==> src/rtl/serial_addsub.sv <==
// serial_addsub: bit-serial WIDTH-bit adder/subtractor controller.
// Operands are latched on a start request and processed LSB first, one bit
// pair per clock, through a single sum/carry stage with a registered carry.
// Subtraction is a + ~b + 1: b is inverted bit by bit and the carry is
// preloaded with 1. The final sum, carry/borrow and signed overflow are
// registered on entry to DONE, where a one-cycle done pulse is raised.
module serial_addsub #(
    parameter int WIDTH = 4
) (
    input  logic             in_clk,
    input  logic             in_rst_n,
    input  logic             in_start,
    input  logic             in_op,
    input  logic [WIDTH-1:0] in_a,
    input  logic [WIDTH-1:0] in_b,
    output logic             out_busy,
    output logic             out_done,
    output logic [WIDTH-1:0] out_s,
    output logic             out_co,
    output logic             out_ov
);

    localparam int CW = (WIDTH > 2) ? $clog2(WIDTH) : 1;
    localparam logic [CW-1:0] LAST = CW'(WIDTH - 1);

    typedef enum logic [1:0] {
        IDLE = 2'd0,
        RUN  = 2'd1,
        DONE = 2'd2
    } state_t;

    state_t           state;
    logic [WIDTH-1:0] reg_a;
    logic [WIDTH-1:0] reg_b;
    logic [WIDTH-1:0] result;
    logic [CW-1:0]    count;
    logic             op;
    logic             carry;

    logic             b_bit;
    logic             sum_bit;
    logic             c_next;
    logic [WIDTH-1:0] result_next;

    // One-bit full-adder stage fed by the current LSBs and the carry register
    always_comb begin
        b_bit       = reg_b[0] ^ op;
        sum_bit     = reg_a[0] ^ b_bit ^ carry;
        c_next      = (reg_a[0] & b_bit) | (reg_a[0] & carry) | (b_bit & carry);
        result_next = {sum_bit, result[WIDTH-1:1]};
    end

    // Controller FSM: latch operands, run WIDTH bit steps, present result.
    // On the last step the carry register still holds the carry into the MSB,
    // so the overflow is that value XOR the final carry out.
    always_ff @(posedge in_clk or negedge in_rst_n) begin
        if (!in_rst_n) begin
            state    <= IDLE;
            reg_a    <= '0;
            reg_b    <= '0;
            result   <= '0;
            count    <= '0;
            op       <= 1'b0;
            carry    <= 1'b0;
            out_busy <= 1'b0;
            out_done <= 1'b0;
            out_s    <= '0;
            out_co   <= 1'b0;
            out_ov   <= 1'b0;
        end else begin
            case (state)
                IDLE, DONE: begin
                    out_done <= 1'b0;
                    if (in_start) begin
                        reg_a    <= in_a;
                        reg_b    <= in_b;
                        op       <= in_op;
                        carry    <= in_op;
                        count    <= '0;
                        result   <= '0;
                        out_busy <= 1'b1;
                        state    <= RUN;
                    end else begin
                        out_busy <= 1'b0;
                        state    <= IDLE;
                    end
                end
                RUN: begin
                    reg_a  <= reg_a >> 1;
                    reg_b  <= reg_b >> 1;
                    carry  <= c_next;
                    result <= result_next;
                    count  <= count + CW'(1);
                    if (count == LAST) begin
                        out_s    <= result_next;
                        out_co   <= c_next ^ op;
                        out_ov   <= carry ^ c_next;
                        out_done <= 1'b1;
                        out_busy <= 1'b0;
                        state    <= DONE;
                    end else begin
                        out_done <= 1'b0;
                        out_busy <= 1'b1;
                    end
                end
                default: begin
                    out_done <= 1'b0;
                    out_busy <= 1'b0;
                    state    <= IDLE;
                end
            endcase
        end
    end

endmodule
==> config.mk <==
export PLATFORM = sky130hd
export DESIGN_NAME = serial_addsub
export DESIGN_NICKNAME = d
export VERILOG_FILES = /design/src/rtl/serial_addsub.sv
export SDC_FILE = /design/constraint.sdc
export NUM_CORES = 1
export LEC_CHECK = 0
export ABC_AREA = 1
export CAP_MARGIN = 20
export CORE_MARGIN = 2
export CORE_UTILIZATION = 46
export DETAILED_ROUTE_END_ITERATION = 10
export PLACE_DENSITY = 0.74
export SETUP_SLACK_MARGIN = 0.1
export SLEW_MARGIN = 25
export SYNTH_ARGS = -nofsm -noshare
export SYNTH_HDL_FRONTEND = slang
export SYNTH_SLANG_ARGS = --single-unit
export TNS_END_PERCENT = 50
==> constraint.sdc <==
create_clock -name in_clk -period 1.6 [get_ports in_clk]
set_clock_uncertainty 0.05 [all_clocks]
set_input_delay 0.32 -clock in_clk [delete_from_list [all_inputs] [get_ports in_clk]]
set_output_delay 0.32 -clock in_clk [all_outputs]
set_load 0.01 [all_outputs]
==> metrics.txt <==
first-pass GRT wire length 3.422 mm; Mapped Cells 132; CTS tree yes; Final HPWL DP 1.504 mm; # DRC 0; slowest stage cell, crit path fa_1; Final Max Tran Viols 0; Mapped Avg Cell Area 8.787 um^2; # setup viols final 0; Inst Count DP 182; routed vias/inst 4.585; fmax 0.6427 GHz; post-synthesis sequential area ratio 0.5394; TritonRoute pass-1 iters 4; type of origin of the critical path flop; Post-Route WL 2.015 mm; Post-Synthesis Cell Area 1160 um^2; Final Non-Filler Cells 188; DR WL/cell 10.72 um; hold-fix buffers at CTS 0; Tmin final 1.556 ns; met1 wire length 912 um; initial DRC count 20; slowest stage delay, CP 0.45 ns; fraction of layout cells with a size suffix above 1 0.1392; design area 1434 um^2; final hold violation count 0; critical path type reg -> reg; initial antenna violation count 0; vias in the first global route 839; syn_nets 146; crit path DAT 1.75 ns; clock sink total 25; worst-case reg-to-reg path depth 4; clk slew on worst S/H paths 0.14 ns; CTS Buf Count 3; CORE AREA 2432 um^2; routed wl met2 1.011 mm; Worst Max-Slew Pin Slew 0.3217 ns; hold slack 0.2902 ns; top cells by area, synth dfrtp_1, nand2_1, inv_1; Slew HR 0.7855; Worst IR Drop VDD 0.001007 V; die extent in x 54.22 um; IO Count 20; cell leakage power 0.8004 nW; crit path max fanout 2; pin count of the biggest net entering global routing 26; Worst Hold Class in -> async; Starting Density 0.4769; buffers plus inverters on the worst setup path 0; CP endpoint result[3]; reg2reg start op; root buf cell clkbuf_4; Max Used Layer met3; vias 862; GRT Total Usage 0.1610; Final Net Count 173; run status finished clean; Post-DP Area 1388 um^2; IO buf count 19; Critical Path Source op; crit end category flop; CTS Buffer Depth 2; unique cell type count in the Yosys netlist 19; Overflow after GRT 0; top-area cell type share of the netlist area 0.5394; FF-to-FF End result[3]; Crit path depth 4; met3 wire len 91 um; full die area 2939 um^2; area grow syn2layout 23.63%; R2R Setup Slk 0.04 ns; Yosys reg bits 25; H-tree Lvls 1; PwrDens 1991 nW/um^2; CP Cell Sequence xnor2_1 -> fa_1 -> or2_2 -> o21ai_0; antenna cells 0; Setup TNS 0 ns; Row Count 18; Synth warnings 0; Detail Route Antenna Nets 0; height of the die 54.22 um; max_cap viols 0; unrepaired setup endpoints after global routing yes; fin crit share 0.9725; later-pin clock latency in the skew report 0.31 ns; Synth area leader dfrtp_1; Crit path max-delay family adder cells; CP Data Required Time 1.79 ns; Final GP Congestion 0.7971
==> synthesized netlist by cell type (all sizes together) <==
cell   count
ha         1
inv       24
dfrtp     25
xnor2      3
o21ai     11
a21oi      1
buf        3
or2        1
nor2       4
nand3     13
fa         1
nand2     45
==> placed cells by master, fill, tap and decap left out <==
cell,Yosys,routed
dfrtp_1,25,25
fa_1,1,1
clkbuf_1,0,1
inv_2,2,2
o21ai_1,1,1
clkdlybuf4s50_1,0,11
inv_1,21,21
nor2_4,2,2
clkbuf_4,0,3
xnor2_1,3,3
or2_2,1,1
nand3_1,13,13
ha_1,1,1
o21ai_2,3,3
buf_4,1,6
a21oi_2,1,1
dlygate4sd2_1,0,4
inv_4,1,1
o21ai_0,7,7
nor2_1,2,2
nand2_2,3,3
nand2_1,42,42
dlymetal6s2s_1,0,4
==> routing by layer <==
| metal | vias to the layer above | track usage |
|---|---|---|
| li1 | 449 | - |
| met1 | 398 | 0.2082 |
| met2 | 15 | 0.2711 |
| met3 | 0 | 0.02459 |
| met4 | 0 | 0.06250 |
| met5 | - | 0 |
==> logic make-up after synthesis <==
| logic type | share of synthesized area |
|---|---|
| AND/OR/NAND/NOR | 0.2395 |
| XOR/XNOR | 0.02266 |
| flip-flops | 0.5394 |
| buffers and inverters | 0.1057 |
| adder cells (fa/ha/maj) | 0.02805 |
| AO/OA/AOI/OAI | 0.06472 |
==> worst min-delay path by stage <==
stage,cells past startpoint,endpoint,start
finish,2,out_s[0],in_rst_n
global placement,2,count[1],count[1]
CTS,2,out_s[0],in_rst_n
detailed placement,2,reg_b[1],reg_b[1]
global route,2,result[1],in_rst_n
floorplan,0,carry,in_rst_n
==> area by class of cell <==
type                       count  area, um^2
tap                           30       37.54
multi-input combinational     80       411.6
inverter                      24       92.59
clock buffer                   4       26.28
sequential                    25       625.6
timing repair buffer          25       240.2
fill                         224       998.5
==> stage by stage <==
stage	power [mW]	worst slack [ns]	utilization
floorplan	2.183	0.1187	-
global placement	2.560	0.09884	0.5705
detailed placement	2.616	0.04453	0.5705
CTS	2.866	0.001773	0.5792
global route	3.149	-0.01691	0.5895
finish	2.855	0.04400	0.5895
==> registers in the layout (all words and copies together) (netlist names) <==
signal and cells:
out_busy 1, carry 1, out_s 4, out_co 1, result 3, reg_b 4, out_done 1, state 2
op 1, count 2, out_ov 1, reg_a 4
==> where the power goes <==
| group | leakage (nW) | switching (mW) | total, mW | internal [mW] |
|---|---|---|---|---|
| combinational | 0.473 | 0.812 | 1.47 | 0.654 |
| clock | 0.0150 | 0.184 | 0.282 | 0.0974 |
| sequential | 0.312 | 0.180 | 1.11 | 0.928 |
==> timing repair <==
| action | in CTS | in global routing |
|---|---|---|
| endpoints found under the hold margin | 0 | 0 |
| setup buffers | 0 | 2 |
| pin swaps | 0 | 2 |
| cloned | 0 | 0 |
| gates resized for setup | 4 | 4 |
| setup endpoints to repair | 9 | 7 |
==> worst register-to-register path, stage by stage (launching register included) <==
cell	delay, ns
dfrtp_1	0.43
xnor2_1	0.19
fa_1	0.45
or2_2	0.30
o21ai_0	0.07
Note: power is estimated with default switching activity, not from simulation.
==> RTL edit 1, RTL diff (config.mk and constraints unchanged) <==
Register the output `out_s` once more, with the module's reset; this adds one clock of latency there. The other outputs are not delayed to match.
--- a/src/rtl/serial_addsub.sv
+++ b/src/rtl/serial_addsub.sv
@@ -30,2 +30,4 @@
     } state_t;
+
+    logic [WIDTH-1:0] out_s_s0;
 
@@ -66,3 +68,3 @@
             out_done <= 1'b0;
-            out_s    <= '0;
+            out_s_s0 <= '0;
             out_co   <= 1'b0;
@@ -94,3 +96,3 @@
                     if (count == LAST) begin
-                        out_s    <= result_next;
+                        out_s_s0 <= result_next;
                         out_co   <= c_next ^ op;
@@ -114,2 +116,10 @@
 
+    always_ff @(posedge in_clk or negedge in_rst_n) begin
+        if (!in_rst_n) begin
+            out_s <= '0;
+        end else begin
+            out_s <= out_s_s0;
+        end
+    end
+
 endmodule
Behaviour: not the same (Yosys sat finds a counterexample within 10 cycles, from zero or initial values and one cycle with in_rst_n low).
==> RTL edit 1 against the unedited design <==
  * Sequential cell count increased by 4
  * Global-route usage rose by 0.59 points
  * Setup slack improved by 0.014 ns
  * Critical path depth shrank 3
  * Routed wire length rose by 8.0%
  * Largest cell class unchanged
  * Design area increased by 10%
  * Power rose by 15%
  * Synthesized area grew 8.6%
==> RTL edit 1: results (changes against the unedited design) <==
[global_routing]
grtUsageMet3_pct = 6.91  ; +4.5 points
grt_use_met2_pct = 26.4  ; -0.72 points
grtUsageTotal_pct = 16.7  ; +0.59 points
grt_pass1_vias = 917  ; +9.3%
grt_pass1_wl_um = 3920  ; +15%
use_met1_pct = 19.6  ; -1.3 points

[critical_path]
crit_end = out_s[2]
slowest_stage = clkdlybuf4s50_1
cp_max_fo = 1  ; -1
critical_path_arrival_ns = 1.17  ; -0.58 ns
cpPeakStageDelay_ns = 0.52  ; +0.07 ns
reg2reg_slack_ns = 0.12  ; +0.08 ns
cp-startpoint = out_s[2]
r2r_start = reg_b[0]
path_delay_family = buffers and inverters

[placed_design]
gp_congestion = 0.783  ; -1.8%
placed_area_um2 = 1490  ; +7.2%
place_inst = 186  ; +2.2%
hpwl_um = 1620  ; +7.6%

[synth]
synth_nets = 150  ; +2.7%
synth.area.top_cells = dfrtp_1, nand2_1, inv_1
syn_avg_cell_area_um2 = 9.26  ; +5.4%
ys_top_cells_by_count = nand2_1, dfrtp_1, inv_1
yosysSeqAreaShare_pct = 57.6  ; +3.7 points

[detailed_routing]
drt-pass1-iter-count = 3  ; -1
drt_iter0_drc = 17  ; -15%
m1WireLength_um = 966  ; +5.9%
wirelength_um = 2180  ; +8.0%
routedWlPerCell_um = 11.2  ; +4.2%
routed_via_density = 4.74  ; +3.5%
wl_met2_um = 1030  ; +2.1%
wl_met3_um = 122  ; +34%
highest_layer = met4

[sta]
relSlewSlack_pct = 76.6  ; -2.0 points

[pwr]
power_clock_mw = 0.504  ; +79%
max-vdd-ir-drop_mv = 1.25  ; +24%
internal_power_mw = 2.01  ; +20%
leakagePower_nw = 0.876  ; +9.4%

[outcome]
status = complete, no violations

[cells_and_area]
nFillCells = 246  ; +9.8%
layout.nets = 178  ; +2.9%
drive_above_1_share_pct = 16.4  ; +2.4 points

[cts]
post-cts-setup-buffer-count = 1  ; +1
cts_made_buffers = 5  ; +2
clk_pin_slew_ns = 0.09  ; -0.05 ns
insertion_delay_ns = 0.33  ; +0.02 ns
root_buffer = clkbuf_4
cts_resized = 6  ; +2

==> RTL edit 1: metrics by stage <==
stage / setup slack, ns / total power [mW] / hold WS [ns]
after floorplan: 0.119 / 2.33 / -0.0256
after global placement: 0.0989 / 2.72 / 0.311
after detailed placement: 0.0210 / 2.79 / 0.312
after CTS: 0.0213 / 3.34 / 0.316
after global routing: 0.0140 / 3.61 / 0.348
final: 0.0579 / 3.28 / 0.312
==> RTL edit 1: area by class of cell <==
type                       count  area [um2]  area share, %
clock buffer                   7        65.1           4.11
multi-input combinational     80         422           26.7
tap                           30        37.5           2.37
sequential                    29         726           45.9
timing repair buffer          24         234           14.8
clock inverter                 1        5.00          0.316
inverter                      24        92.6           5.85
==> RTL edit 1: cells by family after synthesis <==
family          Yosys count  share of synthesized area (%)
simple gates             63                           22.0
flops                    29                           57.6
buf+inv                  27                           9.73
compound gates           12                           5.96
xor+xnor                  3                           2.09
fa+ha+maj                 2                           2.58
==> RTL edit 2, RTL diff (same flow settings) <==
Without the edit above. Set the parameter `WIDTH` to 8 (it was 4).
--- a/src/rtl/serial_addsub.sv
+++ b/src/rtl/serial_addsub.sv
@@ -7,3 +7,3 @@
 module serial_addsub #(
-    parameter int WIDTH = 4
+    parameter int WIDTH = 8
 ) (
Ports: changed (resized in_a, in_b and out_s); port bits go from 20 to 32. The function was not compared with the original's and may differ.
==> RTL edit 2 against the unedited design <==
  * Power is 79% higher
  * Critical endpoint is now out_busy
  * Design area grew 75%
  * Critical path type is now reg2out
  * Setup slack better by 0.052 ns
  * Sequential cell count rose by 17
  * Core utilization decreased by 0.59 points
  * Routed wire length up 88%
  * Synthesized area rose by 74%
  * Largest cell class unchanged
==> RTL edit 2: results (changes against the unedited design) <==
[outcome]
status = complete, no violations

[placed_design]
hpwl_um = 2520  ; +68%
portBuffers = 31  ; +12
place_ws_ns = 0.0767  ; +0.0322 ns
placed_area_um2 = 2350  ; +70%
gp_congestion = 0.796  ; about the same
place_inst = 314  ; +73%

[cts]
post-cts-setup-buffer-count = 3  ; +3
root_buffer = clkbuf_8
cts_resized = 11  ; +7
cts_made_buffers = 5  ; +2
clk_pin_slew_ns = 0.08  ; -0.06 ns
postCtsHoldBufs = 1  ; +1
htreeDepth = 2  ; +1
insertion_delay_ns = 0.30

[synth]
synth_xor_area_share_pct = 1.30  ; -0.96 points
yosysSeqAreaShare_pct = 52.1  ; -1.9 points
yosys.cell_types.count = 20  ; +1
synth_top_cell_by_area = dfrtp_1
synth_compound_area_share_pct = 6.45  ; -0.025 points
synth_fa_ha_area_share_pct = 2.23  ; -0.57 points
muxShareOfSynthArea_pct = 0  ; unchanged
ys_top_cells_by_count = nand2_1, dfrtp_1, inv_1
syn_inst = 236  ; +79%
synth_nets = 259  ; +77%
async_flop_share_pct = 100  ; unchanged
synth.area.top_cells = dfrtp_1, nand2_1, inv_1

[sta]
relSlewSlack_pct = 83.7  ; +5.1 points
min_period_over_period_pct = 94.0  ; -3.2 points
hold_slack_ns = 0.430  ; +0.140 ns

[cells_and_area]
drive_above_1_share_pct = 12.1  ; -1.8 points
syn_to_final_growth_pct = 24.2
layout.nets = 296  ; +71%
top_regs = out_s (8), reg_a (8), reg_b (8)

[detailed_routing]
routedWlPerCell_um = 11.7  ; +9.0%
routed_via_density = 4.78  ; +4.1%
drt-pass1-iter-count = 5  ; +1
num_vias = 1552  ; +80%
drt_iter0_drc = 63  ; +220%

[critical_path]
critical_path_arrival_ns = 1.13  ; -0.62 ns
cpPeakStageDelay_ns = 0.52  ; +0.07 ns
path_delay_family = buffers and inverters
cp_max_fo = 1  ; -1
reg2reg_slack_ns = 0.1  ; +0.05 ns
slowest_stage = clkdlybuf4s50_1

[global_routing]
grt_max_degree = 43  ; +65%
grtUsageTotal_pct = 17.7  ; +1.6 points
antenna_found_initial = 0  ; unchanged
grt_pass1_wl_um = 6950  ; +100%

[pwr]
p_seq_share_pct = 35.9  ; -2.9 points
leakagePower_nw = 1.38  ; +72%
internal_power_mw = 3.13  ; +86%
max-vdd-ir-drop_mv = 0.750  ; -25%

[min_path]
min_path_type = reg2reg

==> RTL edit 2: changes by cell type after synthesis, sizes merged <==
| cell | before | now |
|---|---|---|
| inv | 24 | 44 |
| nand2 | 45 | 80 |
| ha | 1 | 2 |
| dfrtp | 25 | 42 |
| buf | 3 | 10 |
| o21ai | 11 | 19 |
| nand3 | 13 | 29 |
==> RTL edit 2: metal layers <==
layer / vias to the layer above / global-route usage [%] / routed length [um]
li1: 785 / - / -
met1: 723 / 23.0 / 1760
met2: 39 / 29.0 / 1800
met3: 5 / 4.47 / 185
met4: 0 / 5.77 / 51
met5: - / 0 / 0
==> RTL edit 2: tightest hold or removal path, cell delays in order (launching register included) <==
cell and delay, ns:
dfrtp_1 0.34, nand2_1 0.06, o21ai_2 0.05
==> RTL edit 2: path summary, 6_finish.rpt <==
path | cells after the start | to | startpoint
worst max-delay path | 1 | out_busy | out_busy
worst min-delay path | 2 | out_s[5] | out_s[5]
worst max register to register | 4 | result[7] | op
worst min register to register | 2 | out_s[5] | out_s[5]
max in group asynchronous | 3 | out_ov | in_rst_n
min in group asynchronous | 3 | out_s[3] | in_rst_n
==> RTL edit 2: power groups by stage <==
stage	Clock [mW]	Sequential, mW	Combinational [mW]
after floorplan	0	1.86	1.78
after global placement	0	1.84	2.33
after detailed placement	0	1.86	2.39
after CTS	0.875	1.84	2.46
after global routing	0.913	1.91	2.79
final	0.852	1.84	2.43
==> RTL edit 2: area by class of cell <==
type | instances | area [um2]
Fill cell | 393 | 1790
Inverter | 44 | 170
Sequential cell | 42 | 1050
Clock inverter | 1 | 30.0
Clock buffer | 6 | 82.6
Multi-Input combinational cell | 140 | 713
Tap cell | 52 | 65.1
Timing Repair Buffer | 40 | 394
